==> config.mk <==
export PLATFORM = sky130hd
export DESIGN_NAME = key192_rk_store
export DESIGN_NICKNAME = d
export VERILOG_FILES = /design/src/rtl/aes_pkg.sv /design/src/rtl/rk_regfile.sv /design/src/rtl/key192_rk_store.sv
export SDC_FILE = /design/constraint.sdc
export NUM_CORES = 2
export LEC_CHECK = 0
export CORE_ASPECT_RATIO = 1.5
export CORE_MARGIN = 8
export CORE_UTILIZATION = 35
export CTS_BUF_LIST = sky130_fd_sc_hd__clkbuf_4 sky130_fd_sc_hd__clkbuf_8
export DETAILED_ROUTE_END_ITERATION = 6
export HOLD_SLACK_MARGIN = 0.12
export RECOVER_POWER = 50
export SYNTH_ARGS = -nofsm -noshare
export SYNTH_HDL_FRONTEND = slang
export SYNTH_SLANG_ARGS = --single-unit
==> constraint.sdc <==
create_clock -name mclk -period 1.9 [get_ports mclk]
set_input_delay 0.38 -clock mclk [delete_from_list [all_inputs] [get_ports mclk]]
set_output_delay 0.38 -clock mclk [all_outputs]
set_load 0.02 [all_outputs]
==> src/rtl/aes_pkg.sv <==
// aes_pkg: shared AES-192 round-key constants and the read-port FSM state encoding.
`timescale 1ns/1ps
package aes_pkg;
    localparam int AES192_NR = 12;
    localparam int AES192_NK = AES192_NR + 1;
    localparam int AES_KW = 128;
    localparam int RK_IW = 4;
    typedef enum logic {IDLE, WAIT} rd_state_t;
endpackage

==> src/rtl/rk_regfile.sv <==
// rk_regfile: round-key array with one write port, one async read port,
// a valid bitmap cleared by a new expansion, and the all-keys-valid decode.
`timescale 1ns/1ps
module rk_regfile
    import aes_pkg::*;
#(
    parameter int NK = AES192_NK,
    parameter int KW = AES_KW,
    parameter int IW = RK_IW
) (
    input  logic          mclk,
    input  logic          arst_n,
    input  logic          clr,
    input  logic          we,
    input  logic [IW-1:0] waddr,
    input  logic [0:KW-1] wdata,
    input  logic [IW-1:0] raddr,
    output logic [0:KW-1] rdata,
    output logic [NK-1:0] vld,
    output logic          keys_ready
);
    logic [0:KW-1] mem [NK];
    logic [NK-1:0] wbit;
    // A write landing together with a clear survives it.
    assign wbit = we ? NK'(1) << waddr : '0;
    assign rdata = mem[raddr];
    assign keys_ready = &vld;
    always_ff @(posedge mclk)
        if (we) mem[waddr] <= wdata;
    always_ff @(posedge mclk or negedge arst_n)
        if (!arst_n) vld <= '0;
        else vld <= (clr ? '0 : vld) | wbit;
endmodule

==> src/rtl/key192_rk_store.sv <==
// key192_rk_store: buffers AES-192 round keys from the expander and serves them
// through a request/valid port that stalls on keys not yet produced.
`timescale 1ns/1ps
module key192_rk_store
    import aes_pkg::*;
#(
    parameter int NK = AES192_NK,
    parameter int KW = AES_KW,
    parameter int IW = RK_IW
) (
    input  logic          mclk,
    input  logic          arst_n,
    input  logic          exp_start,
    input  logic [0:KW-1] rk192,
    input  logic [IW-1:0] rk192_count,
    input  logic          rk192_le,
    input  logic          rd_req,
    input  logic [IW-1:0] rd_round,
    output logic [0:KW-1] rd_key,
    output logic          rd_valid,
    output logic          rd_busy,
    output logic          rd_err,
    output logic          wr_err,
    output logic          keys_ready
);
    rd_state_t     state;
    logic [IW-1:0] p_round;
    logic [NK-1:0] vld;
    logic [0:KW-1] rdata;
    logic          wr_ok, rd_ok, byp, hit;
    assign wr_ok = rk192_le && rk192_count <= IW'(NK-1);
    assign rd_ok = rd_round <= IW'(NK-1);
    assign byp = rk192_le && rk192_count == rd_round;
    assign hit = byp || (rd_ok && vld[rd_round]);
    rk_regfile #(.NK(NK), .KW(KW), .IW(IW)) u_regfile (
        .mclk(mclk),
        .arst_n(arst_n),
        .clr(exp_start),
        .we(wr_ok),
        .waddr(rk192_count),
        .wdata(rk192),
        .raddr(rd_round),
        .rdata(rdata),
        .vld(vld),
        .keys_ready(keys_ready)
    );
    // Requests arriving while WAIT is pending are dropped, not queued.
    always_ff @(posedge mclk or negedge arst_n)
        if (!arst_n) begin
            state    <= IDLE;
            p_round  <= '0;
            rd_key   <= '0;
            rd_valid <= 1'b0;
            rd_busy  <= 1'b0;
            rd_err   <= 1'b0;
            wr_err   <= 1'b0;
        end else begin
            rd_valid <= 1'b0;
            rd_err   <= 1'b0;
            wr_err   <= rk192_le && !wr_ok;
            if (state == IDLE) begin
                if (rd_req && !rd_ok) rd_err <= 1'b1;
                else if (rd_req && hit) begin
                    rd_key   <= byp ? rk192 : rdata;
                    rd_valid <= 1'b1;
                end else if (rd_req) begin
                    p_round <= rd_round;
                    rd_busy <= 1'b1;
                    state   <= WAIT;
                end
            end else if (rk192_le && rk192_count == p_round) begin
                rd_key   <= rk192;
                rd_valid <= 1'b1;
                rd_busy  <= 1'b0;
                state    <= IDLE;
            end
        end
endmodule

==> run_results.csv <==
group,metric,value,unit
run_status,status,"finished, violations left",
run_status,violations,"negative setup slack",
synth,ys_warn_count,0,
pwr,power_frac_clock,35.2,%
cells_and_area,drive_gt1_share,38.8,%
min_path,hold_class,"primary input to flip-flop",
global_routing,grt_busiest_layer,"met2",
cells_and_area,final_nets,4325,
critical_path,cp_num_buf_inv,3,
critical_path,required,2.68,ns
routing,drc,0,
placed_design,place_inst,6437,
synth,synth_area_leader_cell,"edfxtp_1",
synth,synth_seq_cells,1814,
synth,yosysSeqAreaShare,78.1,%
timing,relSlewSlack,35.7,%
routing,dr.first_iter.drc_count,2650,
timing,report.final.hold_viol_count,0,
critical_path,critPathMaxFanout,6,
pwr,ir_worst_vdd,0.000500,V
critical_path,cp-end-kind,"flip-flop",
global_routing,grtUsageMet2,27.9,%
synth,synth_top_area_share,72.7,%
floorplanning,die_w,378,um
placed_design,dp_hpwl,111,mm
floorplanning,io_pins,274,
timing,fin_crit_sh,126,%
global_routing,grt_max_degree,76,
critical_path,crit_path_start_kind,"flip-flop",
cells_and_area,fin_cells,7011,
routing,post_drt_via_cell_ratio,5.12,
cells_and_area,synthToLayoutAreaGrowth,27.0,%
pwr,swShare,24.8,%
placed_design,io_buffers,273,
clock_tree,clk_latency,0.91,ns
cells_and_area,design_area,0.0873,sq mm
routing,wl,180,mm
clock_tree,path_clk_slew,0.06,ns
synth,syn_nets,3253,
timing,max_freq,417,MHz
critical_path,cp_top_family,"multiplexers",
timing,worstMarginPinSlew,0.964,ns
critical_path,critPathMaxStageDelay,0.47,ns
placed_design,placed_cell_area,0.0810,sq mm
global_routing,gr-total-overflow,0,
critical_path,cp_slowest_cell,"mux4_2",
timing,fin_crit,2.40,ns
clock_tree,clock_path_buffers,4,
timing,finalWorstSetupSlack,-0.498,ns
global_routing,grtUsageMet1,22.1,%
clock_tree,clock-sinks,1814,
floorplanning,die_y,559,um
clock_tree,cts_tree,"built",
critical_path,path_class,"flip-flop to flip-flop",
synth,syn_avg_cell_area,22.1,sq um
synth,synth_cell_types,35,
floorplanning,fp.dieArea,0.211,sq mm
critical_path,path_cells,"mux4_2 -> nand3b_1 -> nand4_1 -> a211oi_2 -> o21ai_4 -> buf_12 -> buf_8 -> buf_16 -> mux2_2",
run,max-cap-violations,0,
global_routing,grt_pass1_wl,262,mm
pwr,p_seq_share,49.4,%
global_routing,grt_use_met3,3.37,%
pwr,p_leak,0.0297,uW
placed_design,routabilityCongestion,0.743,
timing,drv_slew,0,
routing,wl_per_cell,25.7,um
synth,synth_area,0.0688,sq mm
routing,antenna_left,0,
global_routing,antenna_found_initial,14,
pwr,p_sw,23500,uW
critical_path,r2r_slack,-0.50,ns
floorplanning,start_util,35.1,%
floorplanning,num_rows,199,
timing,setup_violations,137,
clock_tree,htree_levels,5,
clock_tree,cts_root_buffer,"clkbuf_8",
timing,fin_worst_skew,0.0434,ns
pwr,p_int,71500,uW
floorplanning,core_area,0.196,sq mm
routing,firstDrtPassIters,5,
global_routing,grt_pass1_vias,39100,
clock_tree,cts_buffers,280,
pwr,p_per_area,1090,mW/mm^2
placed_design,pre_cts_slack,-1.14,ns
critical_path,arrival,3.18,ns
cells_and_area,fillCellCount,16800,
synth,syn_inst,3112,
routing,dr_total_vias,35900,
global_routing,track_usage,16.7,%
synth,synth.area.top_cells,"edfxtp_1 73%, mux4_2 13%, dfrtp_1 5.5%",
pwr,pwr-share-comb,15.3,%
timing,grt_setup_unrepaired,"yes",
-- worst register-to-register path: stages (launching register included) --
cell and delay (ns):
dfrtp_1 0.38, mux4_2 0.47, nand3b_1 0.10, nand4_1 0.10, a211oi_2 0.31, o21ai_4 0.16
buf_12 0.18, buf_8 0.16, buf_16 0.14, mux2_2 0.26
-- power by group through the flow --
| stage | clock network, uW | registers, uW | logic (uW) |
|---|---|---|---|
| finish | 33500 | 47000 | 14600 |
| global route | 36000 | 47200 | 15600 |
| CTS | 34600 | 47000 | 15000 |
| detailed placement | 0 | 47600 | 13600 |
| global placement | 0 | 47500 | 13500 |
| floorplan | 0 | 48900 | 5090 |
-- repair_timing --
| action | CTS | global route |
|---|---|---|
| buffers inserted | 47 | 12 |
| gates resized for setup | 842 | 13 |
| endpoints found under the setup margin | 267 | 213 |
| gates cloned | 16 | 3 |
| pin swaps | 3 | 7 |
| endpoints found under the hold margin | 158 | 0 |
| hold buffers | 11 | 0 |
-- cells in the final DEF, fill, tap and decap left out, types with 90 or more instances in the layout --
master / n
clkbuf_4: 90
clkbuf_1: 129
dfrtp_1: 143
edfxtp_1: 1664
mux4_2: 386
buf_6: 133
buf_4: 366
o21ai_1: 128
a221oi_1: 126
a22o_1: 128
mux2_2: 124
buf_12: 183
nand2_1: 134
dlygate4sd3_1: 139
clkbuf_8: 295
-- registers in the layout (all words and copies together), names as in the netlist --
| register | cells |
|---|---|
| p_round | 4 |
| rd_busy | 1 |
| rd_err | 1 |
| rd_key | 128 |
| rd_valid | 1 |
| state | 1 |
| u_regfile.mem | 1664 |
| u_regfile.vld | 13 |
| wr_err | 1 |
-- Yosys cell counts --
| cell | n |
|---|---|
| nand3b_1 | 4 |
| nor4b_1 | 1 |
| mux4_2 | 386 |
| nor2b_1 | 3 |
| xnor2_1 | 2 |
| dfrtp_1 | 150 |
| nand2b_1 | 2 |
| o211ai_1 | 1 |
| o21a_1 | 1 |
| nor2_1 | 14 |
| a211oi_2 | 1 |
| a221oi_2 | 1 |
| buf_4 | 9 |
| inv_1 | 2 |
| o21bai_1 | 1 |
| mux2_1 | 5 |
| or3b_1 | 1 |
| a21o_1 | 13 |
| buf_1 | 23 |
| a221oi_1 | 127 |
| and2_1 | 1 |
| mux2_2 | 129 |
| edfxtp_1 | 1664 |
| nor3_1 | 4 |
| o41ai_2 | 1 |
| o21ai_1 | 129 |
| nand2_1 | 134 |
| nand4_1 | 3 |
| buf_2 | 36 |
| clkbuf_1 | 96 |
| nor4_1 | 3 |
| nand3_1 | 4 |
| buf_6 | 27 |
| a22o_1 | 128 |
| xor2_1 | 6 |
-- layer usage --
metal | vias up | part of all wire [%] | routed length (um)
met4 | 8 | 2.6 | 4620
met2 | 1076 | 49 | 89000
met1 | 19100 | 42 | 76300
li1 | 15400 | - | -
met5 | - | 0.029 | 53
met3 | 303 | 5.7 | 10200
-- per-stage QoR --
step,hold slack [ns],util (%),power (uW),setup TNS [ns]
CTS,0.124,44.9,96600,-59.42
global route,0.190,44.6,98900,-75.35
global placement,0.335,41.4,61000,-955.10
floorplan,0.0844,-,54000,-2826.70
detailed placement,0.338,41.4,61200,-967.14
finish,0.256,44.6,95000,-56.27
-- logic make-up (layout without fill, tap and decap cells) --
family / Yosys count / after routing / synth area share (%)
AO/OA/AOI/OAI: 403 / 403 / 4.43
XOR/XNOR: 8 / 8 / 0.102
buffers and inverters: 193 / 1474 / 1.46
flip-flops: 1814 / 1814 / 78.1
multiplexers: 520 / 520 / 14.8
other: 0 / 5 / 0
AND/OR/NAND/NOR: 174 / 174 / 1.04
-- final timing paths --
check                      cells past startpoint     endpoint              start
max in group asynchronous                      4   rd_key[15]             arst_n
hold / removal                                 5       rd_err        rd_round[1]
setup reg to reg                               9   rd_key[28]  u_regfile.vld[11]
min in group asynchronous                      4  rd_key[123]             arst_n
setup / recovery                               9   rd_key[28]  u_regfile.vld[11]
hold reg to reg                                1   rd_key[34]         rd_key[34]
-- final cells by class --
class                           instances  area, sq um  area share, %
Antenna cell                            5         12.5         0.0143
Clock buffer                          384         4730           5.42
Clock inverter                        107          985           1.13
Inverter                                2         7.51        0.00860
Multi-Input combinational cell       1105        14300           16.3
Sequential cell                      1814        53700           61.5
Tap cell                             2613         3270           3.74
Timing Repair Buffer                  981        10300           11.8
No activity file was read; power rests on OpenSTA's default activity.
